<file path="config.mk">
export PLATFORM = sky130hd
export DESIGN_NAME = clk_ratio_monitor
export DESIGN_NICKNAME = d
export VERILOG_FILES = /design/src/rtl/clk_mon_pkg.sv /design/src/rtl/edge_sync.sv /design/src/rtl/clk_ratio_monitor.sv
export SDC_FILE = /design/constraint.sdc
export NUM_CORES = 1
export LEC_CHECK = 0
export CAP_MARGIN = 20
export CORE_ASPECT_RATIO = 0.9
export CORE_MARGIN = 2
export CORE_UTILIZATION = 55
export CTS_CLUSTER_DIAMETER = 120
export DETAILED_ROUTE_END_ITERATION = 6
export PLACE_DENSITY = 0.82
export SKIP_LAST_GASP = 1
export SLEW_MARGIN = 30
export SYNTH_ARGS = -nofsm -noshare
export SYNTH_HDL_FRONTEND = slang
export SYNTH_SLANG_ARGS = --single-unit
</file>
<file path="constraint.sdc">
create_clock -name i_ref_clk -period 5.1 [get_ports i_ref_clk]
set_clock_uncertainty 0.05 [all_clocks]
set_input_delay 0.51 -clock i_ref_clk [delete_from_list [all_inputs] [get_ports i_ref_clk]]
set_output_delay 0.51 -clock i_ref_clk [all_outputs]
set_load 0.02 [all_outputs]
</file>
<file path="src/rtl/clk_mon_pkg.sv">
// Shared types and defaults for the divided-clock ratio monitor.
package clk_mon_pkg;

   typedef enum logic [1:0] {
      IDLE,
      SYNC,
      MEAS
   } mon_state_t;

   localparam int unsigned LOCK_CNT_DEFAULT = 4;

endpackage

</file>
<file path="src/rtl/edge_sync.sv">
// Three-flop sampler of the monitored clock with one-cycle rise/fall strobes.
module edge_sync (
   input  logic i_ref_clk,
   input  logic i_rst_n,
   input  logic i_mon_clk,
   output logic o_rise,
   output logic o_fall
);

   logic s1, s2, s3;

   // NOTE: sequential state uses non-blocking assignments so every flop samples pre-edge values.
   always_ff @(posedge i_ref_clk or negedge i_rst_n) begin
      if (!i_rst_n) begin
         s1 <= 1'b0;
         s2 <= 1'b0;
         s3 <= 1'b0;
      end else begin
         s1 <= i_mon_clk;
         s2 <= s1;
         s3 <= s2;
      end
   end

   assign o_rise = s2 & ~s3;
   assign o_fall = ~s2 & s3;

endmodule

</file>
<file path="src/rtl/clk_ratio_monitor.sv">
// Measures period and high phase of a divided clock in reference cycles and
// checks them against an expected ratio, reporting lock, mismatch and timeout.
module clk_ratio_monitor
   import clk_mon_pkg::*;
#(
   parameter int RATIO_WIDTH = 8,
   parameter int LOCK_CNT    = LOCK_CNT_DEFAULT
) (
   input  logic                   i_ref_clk,
   input  logic                   i_rst_n,
   input  logic                   i_en,
   input  logic                   i_mon_clk,
   input  logic [RATIO_WIDTH-1:0] i_exp_ratio,
   output logic [RATIO_WIDTH-1:0] o_meas_ratio,
   output logic [RATIO_WIDTH-1:0] o_high_cnt,
   output logic                   o_meas_valid,
   output logic                   o_lock,
   output logic                   o_mismatch,
   output logic                   o_timeout
);

   localparam int MW = $clog2(LOCK_CNT + 1);
   localparam logic [RATIO_WIDTH-1:0] PER_MAX = '1;
   localparam logic [RATIO_WIDTH-1:0] PER_ONE = RATIO_WIDTH'(1);
   localparam logic [RATIO_WIDTH-1:0] EXP_MIN = RATIO_WIDTH'(2);
   localparam logic [RATIO_WIDTH:0]   EXT_ONE = (RATIO_WIDTH + 1)'(1);
   localparam logic [MW-1:0]          LOCK_TGT = MW'(LOCK_CNT);
   localparam logic [MW-1:0]          MATCH_ONE = MW'(1);

   mon_state_t             state_q, state_d;
   logic                   rise, fall;
   logic [RATIO_WIDTH-1:0] per_cnt;
   logic [RATIO_WIDTH-1:0] high_q;
   logic [RATIO_WIDTH-1:0] meas_new;
   logic [RATIO_WIDTH:0]   meas_ext, twice_high;
   logic [MW-1:0]          match_cnt;
   logic                   timeout_hit, capture, duty_ok, good;

   edge_sync u_edge_sync (
      .i_ref_clk (i_ref_clk),
      .i_rst_n   (i_rst_n),
      .i_mon_clk (i_mon_clk),
      .o_rise    (rise),
      .o_fall    (fall)
   );

   always_ff @(posedge i_ref_clk or negedge i_rst_n) begin
      if (!i_rst_n) state_q <= IDLE;
      else          state_q <= state_d;
   end

   // NOTE: every output of this block is defaulted first so no path infers a latch.
   always_comb begin
      state_d     = state_q;
      timeout_hit = 1'b0;
      capture     = 1'b0;
      case (state_q)
         IDLE: if (i_en) state_d = SYNC;
         SYNC: begin
            if (per_cnt == PER_MAX) timeout_hit = 1'b1;
            else if (rise)          state_d     = MEAS;
         end
         MEAS: begin
            if (per_cnt == PER_MAX) begin
               timeout_hit = 1'b1;
               state_d     = SYNC;
            end else if (rise) begin
               capture = 1'b1;
            end
         end
         default: state_d = IDLE;
      endcase
      if (!i_en) begin
         state_d     = IDLE;
         timeout_hit = 1'b0;
         capture     = 1'b0;
      end
   end

   // Duty check in one extra bit: 2*high must land within one of the period.
   assign meas_new   = per_cnt + PER_ONE;
   assign meas_ext   = {1'b0, meas_new};
   assign twice_high = {high_q, 1'b0};
   assign duty_ok    = (twice_high == meas_ext) ||
                       (twice_high == meas_ext + EXT_ONE) ||
                       (twice_high == meas_ext - EXT_ONE);
   assign good       = (meas_new == i_exp_ratio) && (i_exp_ratio >= EXP_MIN) && duty_ok;

   always_ff @(posedge i_ref_clk or negedge i_rst_n) begin
      if (!i_rst_n) begin
         per_cnt      <= '0;
         high_q       <= '0;
         match_cnt    <= '0;
         o_meas_ratio <= '0;
         o_high_cnt   <= '0;
         o_meas_valid <= 1'b0;
         o_mismatch   <= 1'b0;
         o_timeout    <= 1'b0;
      end else if (!i_en) begin
         per_cnt      <= '0;
         high_q       <= '0;
         match_cnt    <= '0;
         o_meas_ratio <= '0;
         o_high_cnt   <= '0;
         o_meas_valid <= 1'b0;
         o_mismatch   <= 1'b0;
         o_timeout    <= 1'b0;
      end else begin
         o_meas_valid <= 1'b0;
         o_mismatch   <= 1'b0;
         if (timeout_hit) begin
            o_timeout <= 1'b1;
            match_cnt <= '0;
            per_cnt   <= '0;
         end else if (capture) begin
            o_meas_ratio <= meas_new;
            o_high_cnt   <= high_q;
            o_meas_valid <= 1'b1;
            o_timeout    <= 1'b0;
            per_cnt      <= '0;
            if (good) begin
               if (match_cnt != LOCK_TGT) match_cnt <= match_cnt + MATCH_ONE;
            end else begin
               o_mismatch <= 1'b1;
               match_cnt  <= '0;
            end
         end else begin
            case (state_q)
               SYNC: per_cnt <= rise ? '0 : per_cnt + PER_ONE;
               MEAS: begin
                  per_cnt <= per_cnt + PER_ONE;
                  if (fall) high_q <= meas_new;
               end
               default: per_cnt <= '0;
            endcase
         end
      end
   end

   assign o_lock = (match_cnt == LOCK_TGT);

endmodule
</file>
* Word-level counts from Yosys, hierarchy flattened
Cells that the tools add are included.
** Word-level totals
- Bits in registers :: 43
- Input port bits :: 12
- Output and inout bits :: 20
- Logic and storage cells :: 93
** Cells by class
- Add/subtract/negate cells :: 4
- Order comparisons :: 1
- Equal/unequal tests :: 19
- Mux-type cells :: 43
- Bitwise gates (word level) :: 4
- Reduce and logical (&&, ||, !) cells :: 10
** Operators with widths (count)
- $mux W8 :: 15
- $eq A9 B9 Y1 :: 2
- $mux W1 :: 17
- $pmux W8 S2 :: 1
- $mux W3 :: 5
- $ne A3 B3 Y1 const B :: 4
- $add A8 B1 Y9 const B :: 1
- $eq A9 B8 Y1 :: 1
- $sub A8 B1 Y9 const B :: 1
- $add A8 B1 Y8 const B :: 1
- $eq A8 B8 Y1 :: 1
- $eq A8 B8 Y1 const B :: 1
- $ge A8 B2 Y1 const B :: 1
- $mux W2 :: 4
- $ne A2 B1 Y1 const B :: 3
- $pmux W2 S3 :: 1
- $ne A2 B2 Y1 const B :: 2
- $ne A4 B3 Y1 const B :: 1
- $reduce_and A2 Y1 :: 2
- $reduce_and A4 Y1 :: 1
- $add A3 B1 Y3 const B :: 1
- $eq A3 B3 Y1 const B :: 1
- $ne A3 B1 Y1 const B :: 1
- $reduce_and A3 Y1 :: 1
- 8 further kinds :: 12

* Logic depth before layout (Yosys ltp)
- Depth in word-level cells :: 10
- Gate-level depth with buffers :: 11
- Mapped depth without buffers :: 9

* Hierarchy
A second synthesis with hierarchy kept.
** Unflattened totals
- Cells, all modules :: 308
- Area, all modules :: 2909.0 um2
** By module, submodules not included
- clk_ratio_monitor :: instances 1, cells an instance 303, area each 2819.0 um2
- edge_sync :: instances 1, cells an instance 5, area each 90.1 um2

* Worst setup path after synthesis
OpenSTA, ideal clock, no wires.
- Kind :: register -> register
- Start point :: reg per_cnt[2]
- End point :: reg match_cnt[2]
- Data arrival time :: 3.101 ns
- Required time :: 4.963 ns
- Setup slack :: 1.862 ns
- Cell stages (with the launch flop) :: 12
- Buffers on the path :: 2
- Cells stage by stage :: dfrtp_1 -> ha_1 -> buf_2 -> and3b_1 -> or4b_4 -> buf_6 -> or3_1 -> o2bb2ai_1 -> or4_4 -> a211oi_4 -> o21ai_2 -> a211oi_2
** Between the ends
- Word-level cells in the longest chain between the ends :: 10
- Elaborated cells between the ends (all ways) :: 25
- Those cells by class :: add/sub: 3; eq/ne: 7; mux: 10; reduce/logical: 5
** RTL lines
- start, declared :: line clk_ratio_monitor.sv:32 : logic [RATIO_WIDTH-1:0] per_cnt;
- start signal, assigned :: line clk_ratio_monitor.sv:129 : SYNC: per_cnt <= rise ? '0 : per_cnt + PER_ONE;
- start signal, assigned :: line clk_ratio_monitor.sv:131 : per_cnt <= per_cnt + PER_ONE;
- $add A8 B1 Y8 :: line clk_ratio_monitor.sv:81 : assign meas_new = per_cnt + PER_ONE;
- $add A8 B1 Y9 :: line clk_ratio_monitor.sv:85 : (twice_high == meas_ext + EXT_ONE) ||
- $eq A9 B9 Y1 :: line clk_ratio_monitor.sv:85
- $logic_or A1 B1 Y1 :: line clk_ratio_monitor.sv:84 : assign duty_ok = (twice_high == meas_ext) ||
- $logic_or A1 B1 Y1 :: line clk_ratio_monitor.sv:85
- $logic_and A1 B1 Y1 :: line clk_ratio_monitor.sv:87 : assign good = (meas_new == i_exp_ratio) && (i_exp_ratio >= EXP_MIN) && duty_ok;
- $mux W3 :: line clk_ratio_monitor.sv:121 : if (good) begin
- $mux W3 :: line clk_ratio_monitor.sv:115 : end else if (capture) begin
- $mux W3 :: line clk_ratio_monitor.sv:111 : if (timeout_hit) begin
- $mux W3 :: line clk_ratio_monitor.sv:99 : end else if (!i_en) begin
- end signal, assigned :: line clk_ratio_monitor.sv:122 : if (match_cnt != LOCK_TGT) match_cnt <= match_cnt + MATCH_ONE;
- end, declared :: line clk_ratio_monitor.sv:36 : logic [MW-1:0] match_cnt;
Parallel ways exist; a longest one is shown, timed or not. The select of a mux whose other input is x is not followed.
A chain may end at the register's enable or synchronous reset.

* Final worst setup path
- Start point :: reg per_cnt[0]
- End point :: reg match_cnt[2]
The elaborated chain is that of the path after synthesis.

==> summary.md <==
| Metric | Value |
|---|---|
| Count leader, synth | nand2_1 |
| Die Ht | approximately 71 um |
| Synth top area share | 39.1% |
| Via/cell ratio | 5.95 |
| Sink Count | 43 |
| Number of diodes | 0 |
| Netlist cell types | 53 |
| Pre-antenna DRT Iters | 5 |
| Final GP Congestion | 1.02 |
| Nets | 340 |
| Detailed Route Iter0 Violations | 154 |
| P per Cell Area | between 200 and 250 nW/um2 |
| Met2 global-route usage | about two fifths |
| Vias in the first global route | 2221 |
| Total Power | ~0.76 mW |
| Minimum clock period | 3.47 ns |
| Critical register-to-register path startpoint | per_cnt[0] |
| Crit. Startpoint | per_cnt[0] |
| Die width | around 79 um |
| Startpoint Class | flip-flop |
| DRC Markers | 0 |
| Antenna violations before repair | 0 |
| Worst Tran Pin Value | approximately 0.86 ns |
| Layout cells sized above 1 | 5.31% |
| Longest Clk Path Bufs | 2 |
| Core area | between 4000 and 5000 um2 |
| RSZ-0062 raised after global routing | no |
| Max-cap viol count | 0 |
| WL final | around 6.4 mm |
| Critical Path RT | 5.27 ns |
| Synth warnings | 0 |
| Met1 Use GR | between 30% and 40% |
| GR Util met3 | about 5.5% |
| Initial Util | a little under three fifths |
| Status | completed |
| Slew HR | roughly 43% |
| Post-CTS sizing | 0 |
| Area Overhead vs Synth | 14.5% |
| Worst-Skew Late Latency | roughly 0.30 ns |
| Dpl hpwl | 4.66 mm |
| First-pass GRT wire length | 10.9 mm |
| Synth Cell Area | 2750 um2 |
| Critical Path Sink Type | flip-flop |
| Synth Register Bits | 43 |
| Clk slew on worst S/H paths | around 0.080 ns |
| Largest net degree at the start of global routing | between 40 and 50 |
| Routed Antenna Nets | 0 |
| Grt ovf | 0 |
| Setup TNS | 0 ns |
| Worst-path fanout max | 16 |
| Post-Syn Area per Cell | approximately 9.3 um2 |
| CTS tree | built |
| Top cells by count, synth | nand2_1, dfrtp_1, xnor2_1 |
| Register-to-Register Path Depth | 9 |
| Register area share after synthesis | roughly two fifths |
| Reg-to-reg critical path endpoint | match_cnt[2] |
| Routed len/inst | 16.5 um |
| Row count | 24 |
| Top_reg_cell synth | dfrtp_1 |
| Reg2reg setup slack | about 1.6 ns |
| Count of pins over their slew limit | 0 |
| Cells after Synth | between 200 and 300 |
| Hold_buf cts | 0 |
| Via count | ~2.3k |
| Number of synthesized flops with an enable pin | 0 |
| Hold Path Class | in2async |
| Synth area leader | dfrtp_1 |
| Hold Vio Cnt, Final | 0 |
| Critical path destination | match_cnt[2] |
| I/O pin cnt | 32 |
| Total GRT Usage | approximately 25% |
| Buffers on Ports | 31 |
| Die Area | approximately 5600 um2 |
| Post-CTS setup buffer count | 0 |
| Leakage | around 1.4 nW |
| Asr flop ratio synth | between 90% and 100% |
| CTS buffer count | 5 |
| Worst setup path category | reg2reg |
| Post-route clock period utilization | 68.1% |
| CTS H-tree lvls | 2 |
| Net count after synthesis | between 300 and 400 |
| Setup-failing EPs final | 0 |
| Fmax | 288 MHz |
| Root Buffer | clkbuf_8 |
| Worst EP arrival | about 3.6 ns |
| Top post-synthesis cells by area | dfrtp_1, nand2_1, xnor2_1, ha_1, xnor3_1 |
| Gr busiest metal | met2 |
| Worst vdd ir | approximately 0.18 mV |
[cell usage in the layout (no fill, tap or decap), types with 2 or more instances in the layout]
cell type	Yosys	layout
nor2_1	17	17
nand4_1	10	10
ha_1	9	9
nor3b_1	3	3
a31oi_1	3	3
or4_1	4	4
inv_1	9	9
o21ai_0	7	7
a211oi_1	3	3
o211a_1	6	6
a21boi_0	8	8
and2_1	9	9
and3_1	3	3
clkdlybuf4s50_1	0	29
xnor3_1	4	4
o22ai_1	2	2
nor3_1	4	4
a21boi_1	2	2
nand3b_1	2	2
nand2_1	52	52
clkbuf_8	0	5
xor2_1	8	8
o2bb2ai_1	2	2
nor2b_1	3	3
o31a_1	2	2
xnor2_1	19	19
dfrtp_1	43	43
or3_1	4	4
nand3_1	16	16
nor4_1	3	3
a21oi_1	2	2
a2111oi_0	2	2
[through the flow]
stage	hold WS, ns	util [%]	worst slack (ns)	cell area (um2)	instances
CTS	0.321	65.2	1.63	3150	385
global route	0.169	65.1	1.42	3150	385
finish	0.128	65.1	1.63	3150	385
floorplan	0.164	-	1.86	2750	297
detailed placement	0.303	63.4	1.64	3070	377
global placement	0.282	63.3	1.73	3060	377
[final cells by class]
class,instances,area [um2]
inverters,9,33.8
well taps,65,81.3
flip-flops and latches,43,1080
clock buffers,6,72.6
clock inverters,2,12.5
repair buffers,31,303
fillers,397,1690
multi-input cells,229,1570
[power breakdown]
group	leakage [nW]	switching (mW)	internal [mW]
combinational	0.776	0.0963	0.0730
sequential	0.590	0.0189	0.356
clock	0.0412	0.123	0.0959
total	1.41	0.238	0.525
[sequential cells by signal, summed over array words and instances, names as in the netlist]
register and flops:
high_q 8, match_cnt 3, o_high_cnt 8, o_meas_ratio 8
o_meas_valid 1, o_mismatch 1, o_timeout 1, per_cnt 8
state_q 2, u_edge_sync.s1 1, u_edge_sync.s2 1, u_edge_sync.s3 1
[worst min path at each step]
stage,end,slack [ns],cells past startpoint
floorplan,high_q[0],0.16,0
global placement,u_edge_sync.s2,0.28,0
detailed placement,u_edge_sync.s2,0.30,0
CTS,o_high_cnt[6],0.32,1
global route,o_meas_valid,0.17,1
finish,o_meas_valid,0.13,1
[worst max-delay path, stage by stage (launching register included)]
cell and delay, ns:
dfrtp_1 0.55, ha_1 0.34, xor2_1 0.26, or4b_4 0.58
or3_1 0.33, o2bb2ai_1 0.13, or4_4 0.53, a211oi_4 0.32
o21ai_2 0.10, a211oi_2 0.21
[routing by layer]
layer | part of all wire [%] | wire (um)
met4 | 2.1 | 136
met3 | 6.0 | 384
met5 | 0 | 0
met2 | 47 | 2970
met1 | 45 | 2880
[cells by family after synthesis]
kind of cell / count (synthesis) / share of synthesized area (%)
compound gates: 51 / 14.8
xor+xnor: 32 / 12.7
fa+ha+maj: 9 / 4.09
buf+inv: 25 / 4.00
flops: 43 / 39.1
mux: 1 / 0.364
simple gates: 136 / 24.9
Note: power is estimated with default switching activity, not from simulation.
